===== src/rtl/calc_exec_core_if.sv =====
// Instruction intake, SEND byte/word stream and status lines of calc_exec_core.
// The core is the slave; the instruction source and the UART TX side form the master.
interface calc_exec_core_if #(
    parameter int DATA_W = 8,
    parameter int NREG   = 4
);
    localparam int REG_AW = $clog2(NREG);
    localparam int INST_W = 2 + 3*REG_AW;

    logic [INST_W-1:0] inst_wd;
    logic              inst_vld;
    logic              inst_rdy;
    logic [DATA_W-1:0] tx_data;
    logic              tx_vld;
    logic              tx_rdy;
    logic [DATA_W-1:0] wr_data;
    logic              busy;

    modport master (
        output inst_wd, inst_vld, tx_rdy,
        input  inst_rdy, tx_data, tx_vld, wr_data, busy
    );

    modport slave (
        input  inst_wd, inst_vld, tx_rdy,
        output inst_rdy, tx_data, tx_vld, wr_data, busy
    );
endinterface


===== src/rtl/calc_exec_core.sv =====
// PUSH/ADD/MULT/SEND calculator core with NREG registers of DATA_W bits and a shift-add multiplier.
// Optional feature macro CALC_SAT_EN: signed saturation of ADD and MULT results instead of wrap-around.
module calc_exec_core #(
    parameter int DATA_W = 8,
    parameter int NREG   = 4
) (
    input  logic            clk,
    input  logic            rst_n,
    calc_exec_core_if.slave bus
);
    localparam int REG_AW = $clog2(NREG);
    localparam int INST_W = 2 + 3*REG_AW;
    localparam int CNT_W  = $clog2(DATA_W);
    localparam logic [CNT_W-1:0]  CNT_LAST = CNT_W'(DATA_W-1);
    localparam logic [DATA_W-1:0] SAT_MAX  = {1'b0, {(DATA_W-1){1'b1}}};
    localparam logic [DATA_W-1:0] SAT_MIN  = {1'b1, {(DATA_W-1){1'b0}}};

    typedef enum logic [1:0] {
        OP_PUSH = 2'b00,
        OP_ADD  = 2'b01,
        OP_MULT = 2'b10,
        OP_SEND = 2'b11
    } op_t;

    typedef enum logic [1:0] {
        S_IDLE,
        S_MUL,
        S_SEND
    } state_t;

    state_t              r_state;
    state_t              w_stateNext;
    logic                r_live;
    logic [DATA_W-1:0]   r_regs [NREG];
    logic [DATA_W-1:0]   r_wrData;
    logic [DATA_W-1:0]   r_txData;
    logic                r_txVld;
    logic [2*DATA_W-1:0] r_acc;
    logic [2*DATA_W-1:0] r_mcand;
    logic [DATA_W-1:0]   r_mplier;
    logic [CNT_W-1:0]    r_cnt;
    logic [REG_AW-1:0]   r_dst;

    op_t                     w_op;
    logic [REG_AW-1:0]       w_ra;
    logic [REG_AW-1:0]       w_rb;
    logic [REG_AW-1:0]       w_rc;
    logic signed [2*REG_AW-1:0] w_immRaw;
    logic [DATA_W-1:0]       w_imm;
    logic [DATA_W-1:0]       w_opB;
    logic [DATA_W-1:0]       w_opC;
    logic [DATA_W-1:0]       w_sum;
    logic [DATA_W-1:0]       w_addRes;
    logic [2*DATA_W-1:0]     w_term;
    logic [2*DATA_W-1:0]     w_accNext;
    logic [DATA_W-1:0]       w_mulRes;
    logic                    w_inRdy;
    logic                    w_accept;
    logic                    w_mulStart;
    logic                    w_regWe;
    logic [REG_AW-1:0]       w_regWaddr;
    logic [DATA_W-1:0]       w_regWdata;
    logic                    w_txLoad;
    logic                    w_txDone;

    assign w_op     = op_t'(bus.inst_wd[INST_W-1 -: 2]);
    assign w_ra     = bus.inst_wd[3*REG_AW-1 -: REG_AW];
    assign w_rb     = bus.inst_wd[2*REG_AW-1 -: REG_AW];
    assign w_rc     = bus.inst_wd[REG_AW-1:0];
    assign w_immRaw = {w_rb, w_rc};
    assign w_imm    = DATA_W'(w_immRaw);
    assign w_opB    = r_regs[w_rb];
    assign w_opC    = r_regs[w_rc];
    assign w_sum    = w_opB + w_opC;

    // Signed shift-add: the multiplier MSB carries negative weight, so the last step subtracts.
    assign w_term    = r_mplier[0] ? r_mcand : '0;
    assign w_accNext = (r_cnt == CNT_LAST) ? (r_acc - w_term) : (r_acc + w_term);

`ifdef CALC_SAT_EN
    always_comb begin
        w_addRes = w_sum;
        if ((w_opB[DATA_W-1] == w_opC[DATA_W-1]) && (w_sum[DATA_W-1] != w_opB[DATA_W-1])) begin
            w_addRes = w_opB[DATA_W-1] ? SAT_MIN : SAT_MAX;
        end
    end

    // The product fits when its top DATA_W+1 bits are all copies of the sign.
    always_comb begin
        w_mulRes = w_accNext[DATA_W-1:0];
        if (!((&w_accNext[2*DATA_W-1:DATA_W-1]) || !(|w_accNext[2*DATA_W-1:DATA_W-1]))) begin
            w_mulRes = w_accNext[2*DATA_W-1] ? SAT_MIN : SAT_MAX;
        end
    end
`else
    assign w_addRes = w_sum;
    assign w_mulRes = w_accNext[DATA_W-1:0];
`endif

    // r_live keeps inst_rdy low until the first clock edge after reset release.
    assign w_inRdy      = r_live && (r_state == S_IDLE);
    assign bus.inst_rdy = w_inRdy;
    assign bus.busy     = (r_state == S_MUL) || (r_state == S_SEND);
    assign bus.tx_data  = r_txData;
    assign bus.tx_vld   = r_txVld;
    assign bus.wr_data  = r_wrData;

    always_ff @(posedge clk or negedge rst_n) begin
        if (!rst_n) begin
            r_state <= S_IDLE;
            r_live  <= 1'b0;
        end else begin
            r_state <= w_stateNext;
            r_live  <= 1'b1;
        end
    end

    always_comb begin
        w_stateNext = r_state;
        w_accept    = 1'b0;
        w_mulStart  = 1'b0;
        w_regWe     = 1'b0;
        w_regWaddr  = w_ra;
        w_regWdata  = w_imm;
        w_txLoad    = 1'b0;
        w_txDone    = 1'b0;
        case (r_state)
            S_IDLE: begin
                if (bus.inst_vld && w_inRdy) begin
                    w_accept = 1'b1;
                    case (w_op)
                        OP_PUSH: begin
                            w_regWe    = 1'b1;
                            w_regWdata = w_imm;
                        end
                        OP_ADD: begin
                            w_regWe    = 1'b1;
                            w_regWdata = w_addRes;
                        end
                        OP_MULT: begin
                            w_mulStart  = 1'b1;
                            w_stateNext = S_MUL;
                        end
                        OP_SEND: begin
                            w_txLoad    = 1'b1;
                            w_stateNext = S_SEND;
                        end
                    endcase
                end
            end
            S_MUL: begin
                if (r_cnt == CNT_LAST) begin
                    w_regWe     = 1'b1;
                    w_regWaddr  = r_dst;
                    w_regWdata  = w_mulRes;
                    w_stateNext = S_IDLE;
                end
            end
            S_SEND: begin
                if (r_txVld && bus.tx_rdy) begin
                    w_txDone    = 1'b1;
                    w_stateNext = S_IDLE;
                end
            end
            default: w_stateNext = S_IDLE;
        endcase
    end

    always_ff @(posedge clk or negedge rst_n) begin
        if (!rst_n) begin
            for (int i = 0; i < NREG; i++) begin
                r_regs[i] <= '0;
            end
            r_wrData <= '0;
        end else if (w_regWe) begin
            r_regs[w_regWaddr] <= w_regWdata;
            r_wrData           <= w_regWdata;
        end
    end

    always_ff @(posedge clk or negedge rst_n) begin
        if (!rst_n) begin
            r_txData <= '0;
            r_txVld  <= 1'b0;
        end else if (w_txLoad) begin
            r_txData <= r_regs[w_ra];
            r_txVld  <= 1'b1;
        end else if (w_txDone) begin
            r_txVld  <= 1'b0;
        end
    end

    // Operands are captured at accept, so the destination may alias either source.
    always_ff @(posedge clk or negedge rst_n) begin
        if (!rst_n) begin
            r_acc    <= '0;
            r_mcand  <= '0;
            r_mplier <= '0;
            r_cnt    <= '0;
            r_dst    <= '0;
        end else if (w_accept && w_mulStart) begin
            r_acc    <= '0;
            r_mcand  <= {{DATA_W{w_opB[DATA_W-1]}}, w_opB};
            r_mplier <= w_opC;
            r_cnt    <= '0;
            r_dst    <= w_ra;
        end else if (r_state == S_MUL) begin
            r_acc    <= w_accNext;
            r_mcand  <= r_mcand << 1;
            r_mplier <= r_mplier >> 1;
            r_cnt    <= r_cnt + 1'b1;
        end
    end
endmodule

===== src/flat_wrapper.sv =====
// flat-port wrapper written by rule: the top's interface ports become plain ports
module calc_exec_core_flat 
#(
    parameter int DATA_W = 8,
    parameter int NREG   = 4
)
  (clk, rst_n, bus_inst_wd, bus_inst_vld, bus_tx_rdy, bus_inst_rdy, bus_tx_data, bus_tx_vld, bus_wr_data, bus_busy);
  calc_exec_core_if #(.DATA_W(DATA_W), .NREG(NREG)) bus_i ();
  input  logic clk;
  input  logic rst_n;
  input wire logic [$bits(bus_i.inst_wd)-1:0] bus_inst_wd;
  input wire logic [$bits(bus_i.inst_vld)-1:0] bus_inst_vld;
  input wire logic [$bits(bus_i.tx_rdy)-1:0] bus_tx_rdy;
  output wire logic [$bits(bus_i.inst_rdy)-1:0] bus_inst_rdy;
  output wire logic [$bits(bus_i.tx_data)-1:0] bus_tx_data;
  output wire logic [$bits(bus_i.tx_vld)-1:0] bus_tx_vld;
  output wire logic [$bits(bus_i.wr_data)-1:0] bus_wr_data;
  output wire logic [$bits(bus_i.busy)-1:0] bus_busy;
  assign bus_i.inst_wd = bus_inst_wd;
  assign bus_i.inst_vld = bus_inst_vld;
  assign bus_i.tx_rdy = bus_tx_rdy;
  assign bus_inst_rdy = bus_i.inst_rdy;
  assign bus_tx_data = bus_i.tx_data;
  assign bus_tx_vld = bus_i.tx_vld;
  assign bus_wr_data = bus_i.wr_data;
  assign bus_busy = bus_i.busy;
  calc_exec_core #(.DATA_W(DATA_W), .NREG(NREG)) u_core (.clk(clk), .rst_n(rst_n), .bus(bus_i));
endmodule

===== config.mk =====
export PLATFORM = sky130hd
export DESIGN_NAME = calc_exec_core_flat
export DESIGN_NICKNAME = d
export VERILOG_FILES = /design/src/rtl/calc_exec_core_if.sv /design/src/rtl/calc_exec_core.sv /design/src/flat_wrapper.sv
export SDC_FILE = /design/constraint.sdc
export NUM_CORES = 1
export LEC_CHECK = 0
export CAP_MARGIN = 10
export CORE_MARGIN = 1
export CORE_UTILIZATION = 50
export DETAILED_ROUTE_END_ITERATION = 8
export DONT_BUFFER_PORTS = 1
export GPL_TIMING_DRIVEN = 0
export PLACE_DENSITY = 0.68
export SETUP_SLACK_MARGIN = 0.5
export SLEW_MARGIN = 40
export SYNTH_ARGS = -nofsm -noshare
export SYNTH_HDL_FRONTEND = slang
export SYNTH_SLANG_ARGS = --single-unit

===== constraint.sdc =====
create_clock -name clk -period 4.06 [get_ports clk]
set_input_delay 0.406 -clock clk [delete_from_list [all_inputs] [get_ports clk]]
set_output_delay 0.406 -clock clk [all_outputs]
set_load 0.02 [all_outputs]

======== Word level (Yosys, flattened, before mapping) ========
Cells that the tools add are included.
word-level totals
  register bits ........................... 97
  bits in latches ......................... 0
  memory bits (writable) .................. 0
  bits in read-only memories .............. 0
  output and inout bits ................... 19
  word-level logic and storage cells ...... 98
  memories kept ........................... 0
operators by class
  $add $sub $neg .......................... 4
  multiply operators ...................... 0
  divide/modulo/power cells ............... 0
  magnitude comparators ................... 5
  eq/ne operators ......................... 10
  shift operators ......................... 0
  multiplexer cells ....................... 49
  bitwise gates (word level) .............. 4
  reductions and logical operators ........ 12
operator list
  cell                 number
  $mux 16              6
  $mux 8               12
  $bmux 8 s2           3
  $bwmux 32            1
  $add 16x16->16       1
  $demux 8 s2          1
  $pmux 8 s2           1
  $sub 16x16->16       1
  $mux 1               15
  $ge 3x3->1 const B   4
  $not 2->3            4
  $mux 2               5
  $add 8x8->8          1
  $eq 2x2->1 const B   3
  $mux 3               2
  $pmux 2 s3           1
  $logic_and 1x1->1    5
  $eq 2x1->1 const B   2
  $logic_not 2->1      2
  $ne 2x2->1 const B   2
  $pmux 2 s2           1
  $reduce_and 4->1     1
  $reduce_bool 2->1    2
  $add 3x1->3 const B  1
  7 further kinds      7

======== Depth between registers and ports, before layout ========
  depth after elaboration ................. 9
  depth in mapped cells ................... 14

======== Worst setup path before layout ========
Ideal clock, no wire load.
  path kind ............................... flip-flop to flip-flop
  from .................................... register u_core.r_cnt[0]
  to ...................................... register u_core.r_wrData[7] (netlist: u_core.bus.wr_data[7])
  setup time .............................. 0.126 ns
  data arrival time ....................... 2.993 ns
  data required time ...................... 3.934 ns
  setup slack ............................. 0.941 ns
  cell stages (with the launch flop) ...... 14
  buffers on the path ..................... 1
  clock period less this slack ............ 3.119 ns
  cell sequence ........................... dfrtp_1 ha_1 ha_1 clkbuf_1 nor2_1 xor2_1 nand2_1 ha_1 or4_4 a2bb2oi_2 o31ai_4 xnor3_1 nor2_4 o32a_1
on the way
  word-level cells in the longest chain between the ends .. 4
  elaborated cells between the ends (all ways) .. 6
  those cells by class .................... eq/ne (1); mux (5)
ends and longest elaborated chain
  element                 line                                         source
  start, declared         calc_exec_core.sv:41                         logic [CNT_W-1:0] r_cnt;
  start signal, assigned  calc_exec_core.sv:211                        r_cnt <= r_cnt + 1'b1;
  $eq 3x3->1 (*)          calc_exec_core.sv:78, calc_exec_core.sv:152
  $mux 16                 calc_exec_core.sv:78                         assign w_accNext = (r_cnt == CNT_LAST) ? (r_acc - w_term) : (r_acc + w_term);
  $mux 8                  calc_exec_core.sv:152                        if (r_cnt == CNT_LAST) begin
  $pmux 8 s2              calc_exec_core.sv:127                        case (r_state)
  end signal, assigned    calc_exec_core.sv:177                        r_wrData <= w_regWdata;
  end, declared           calc_exec_core.sv:35                         logic [DATA_W-1:0] r_wrData;
Every way passes the cells marked *; elsewhere a longest branch is shown, timed or not.
A chain may end at the register's enable or synchronous reset.

======== Final worst setup path ========
  from .................................... register u_core.r_cnt[0]
  to ...................................... register u_core.r_regs[28] (netlist bit)
on the way
  word-level cells in the longest chain between the ends .. 9
  elaborated cells between the ends (all ways) .. 15
  those cells by class .................... order compare (2); eq/ne (1); mux (10); bitwise (1); reduce/logical (1)
ends and longest elaborated chain
  element                                                         line                                         source
  $eq 3x3->1 (*)                                                  calc_exec_core.sv:78, calc_exec_core.sv:152
  $mux 2                                                          calc_exec_core.sv:152
  $mux 2                                                          calc_exec_core.sv:127
  $not 2->3 (implied by the code)                                 calc_exec_core.sv:176                        r_regs[w_regWaddr] <= w_regWdata;
  $ge 3x3->1 (implied by the code) or $lt 3x1->1 (tied branches)  calc_exec_core.sv:176
  $logic_and 1x1->1 (implied by the code)                         calc_exec_core.sv:176
  $mux 8 (implied by the code)                                    calc_exec_core.sv:176
  $demux 8 s2                                                     calc_exec_core.sv:176
  $bwmux 32                                                       calc_exec_core.sv:176
  end signal, assigned by index                                   calc_exec_core.sv:176
  end, declared                                                   calc_exec_core.sv:34                         logic [DATA_W-1:0] r_regs [NREG];
Marked as above.

==> results_dict.tcl <==
set metrics [dict create \
    drt.antenna.violating_nets 0 \
    p_per_area_nw_per_um2 878 \
    syn_area_per_cell_um2 11.4 \
    required_ns 4.30 \
    fin_crit_ns 3.44 \
    yosysTopAreaCell "dfrtp_1" \
    leakagePower_nw 2.19 \
    rsz0062_at_grt "false" \
    fillCellCount 798 \
    vias 3494 \
    relSlewSlack_pct 41.6 \
    fp-row-count 35 \
    cts_buffers 9 \
    diodes 0 \
    fin_crit_sh_pct 84.7 \
    syn_area_um2 4920 \
    async_flop_share_pct 100 \
    max_cap_viol_count 0 \
    die_y_um 101 \
    holdWs_ns 0.215 \
    r2r_cells 13 \
    dp_hpwl_um 8110 \
    slew_violations 0 \
    ys_warn_count 0 \
    setup_slack_ns 0.623 \
    clockBufferDepth 2 \
    yosys.area.top_type_share_pct 41.2 \
    ys.flop_type "dfrtp_1" \
    drive_above_1_share_pct 24.5 \
    finish.instance_area_um2 5380 \
    place_area_um2 5100 \
    critPathMaxStageDelay_ns 0.44 \
    synth_edf_count 0 \
    htree_levels 3 \
    clkTransAtPathRegs_ns 0.10 \
    max_freq_ghz 0.291 \
    grt_pass1_vias 3594 \
    die_x_um 101 \
    final-setup-viol-count 0 \
    syn_inst 430 \
    grt_max_degree 82 \
    area_growth_pct 9.36 \
    dp_slack_ns 0.303 \
    dieArea_um2 10200 \
    drt_iter0_markers 227 \
    wire_per_inst_um 19.5 \
    path_max_fanout 10 \
    nets 476 \
    worstMarginPinSlew_ns 0.877 \
    io_buffers 0 \
    ys_seq_area_share_pct 41.2 \
    global_route.overflow_total 0 \
    wl_met3_um 422 \
    start_util_pct 52.5 \
    synth_area_leaders "dfrtp_1, mux4_2, mux2_2, ha_1, mux2i_1" \
    drt_wl_total_um 11300 \
    place.gp.congestion 0.882 \
    finalSetupTns_ns 0 \
    cp_common_cell "ha_1" \
    cp-start-kind "register" \
    dr.pass1.iters 5 \
    slowest_stage "or3_2" \
    wl_met1_um 5260 \
    grt_util_all_layers_pct 24.5 \
    status "complete, no violations" \
    critical_path_class "register to register" \
    synth-seq-cells 81 \
    clock-sinks 81 \
    arrival_ns 3.67 \
    hold_viol 0 \
    holdPathStages 3 \
    crit_chain "ha_1 > ha_1 > buf_2 > nor2_1 > xor2_1 > nand2_1 > ha_1 > nor2b_1 > o21a_1 > or3_2 > a31oi_2 > o21ai_2 > mux2_2" \
    antenna_found_initial 0 \
    fp.coreArea_um2 9370 \
    io_pins 31 \
    cts-root-buf "clkbuf_8" \
    via_per_inst 6.04 \
    skew_ns 0.0171 \
    endpoint_kind "register" \
    grt_pass1_wl_um 18800 \
    highest_layer "met4" \
    synth_nets 462 \
    wl_met2_um 5450 \
    cts_tree "yes" \
    clkLatencyLatePin_ns 0.36 \
    ir_worst_vdd_v 0.000404 \
    drc_errors 0 \
    min_path_type "primary input to register" \
    yosys.cell_types.count 49 \
]
-- worst paths after layout --
path | slack [ns] | from | endpoint
setup / recovery | 0.62 | u_core.r_cnt[0] | u_core.r_regs[28]
hold / removal | 0.22 | bus_tx_rdy | u_core.bus.tx_vld
setup reg to reg | 0.62 | u_core.r_cnt[0] | u_core.r_regs[28]
hold reg to reg | 0.53 | u_core.r_cnt[1] | u_core.r_cnt[1]
max in group asynchronous | 3.09 | rst_n | u_core.r_mplier[0]
min in group asynchronous | 0.58 | rst_n | u_core.r_acc[6]
-- synthesized netlist by cell type, drive strengths merged (3+ instances only) --
library cell  number
dfrtp             81
nand2             46
mux2              43
o21ai             31
nor2              25
mux4              24
mux2i             19
ha                18
a21oi             15
inv               15
clkbuf            14
xnor2             11
xor2              10
buf                7
nand2b             6
nor2b              6
nand3              5
o32a               5
a21o               4
a31oi              4
o211ai             4
o32ai              3
-- flip-flops by register name (all words and copies together), names as in the netlist --
| signal | cells |
|---|---|
| u_core.r_mplier | 8 |
| u_core.bus.tx_data | 8 |
| u_core.r_cnt | 3 |
| u_core.bus.wr_data | 8 |
| u_core.r_live | 1 |
| u_core.r_state | 2 |
| u_core.bus.tx_vld | 1 |
| u_core.r_regs | 32 |
| u_core.r_dst | 2 |
| u_core.r_acc | 8 |
| u_core.r_mcand | 8 |
-- layout make-up --
type                       instances  area, um2  area share (%)
multi-input combinational        313       2810            52.2
sequential                        81       2030            37.7
tap                              129        161            3.00
clock inverter                     6       57.6            1.07
buffer                            21       87.6            1.63
inverter                          15       56.3            1.05
clock buffer                      10        138            2.56
timing repair buffer               3       45.0           0.837
-- worst max-delay path: cells and delay by family (launching register included) --
kind	cells	cell delay [ns]
xor+xnor	1	0.17
fa+ha+maj	3	0.80
compound gates	3	0.59
simple gates	4	0.84
flops	1	0.41
mux	1	0.31
buf+inv	1	0.22
-- metrics by stage --
stage                     power (mW)  utilization, %  cells
after floorplan                 3.49               -    430
final                           4.72            57.4    578
after global routing            5.06            57.4    578
after CTS                       4.68            57.0    577
after global placement          3.95            54.2    559
after detailed placement        4.04            54.4    559
-- power by group --
group | switching [mW] | internal [mW] | total [mW]
combinational | 1.32 | 1.20 | 2.53
clock | 0.336 | 0.256 | 0.591
sequential | 0.419 | 1.18 | 1.60
-- kinds of logic after synthesis --
family	Yosys count	synth area share [%]
mux	86	24.7
fa+ha+maj	20	5.39
flops	81	41.2
other cells	1	0.0762
simple gates	100	9.54
compound gates	84	12.0
xor+xnor	22	4.20
buf+inv	36	2.87
-- cells in the final DEF, fill, tap and decap left out, drive strengths merged, types with 5 or more instances in the layout --
cell	n
a21oi	15
buf	10
clkbuf	23
dfrtp	81
ha	18
inv	20
mux2	43
mux2i	19
mux4	24
nand2	46
nand2b	6
nand3	5
nor2	25
nor2b	6
o21ai	31
o32a	5
xnor2	11
xor2	10
-- timing repair --
action,in CTS,in global routing
hold endpoints to repair,81,0
pin swaps,0,3
hold buffers,2,0
gates resized for setup,3,9
endpoints found under the setup margin,15,25
setup buffers,0,1
-- per-layer routing --
layer,global-route usage (%),vias up
li1,-,1608
met1,34.7,1789
met2,39.2,85
met3,3.93,12
met4,7.69,0
met5,0,-
Power figures use the tool's default switching activity.
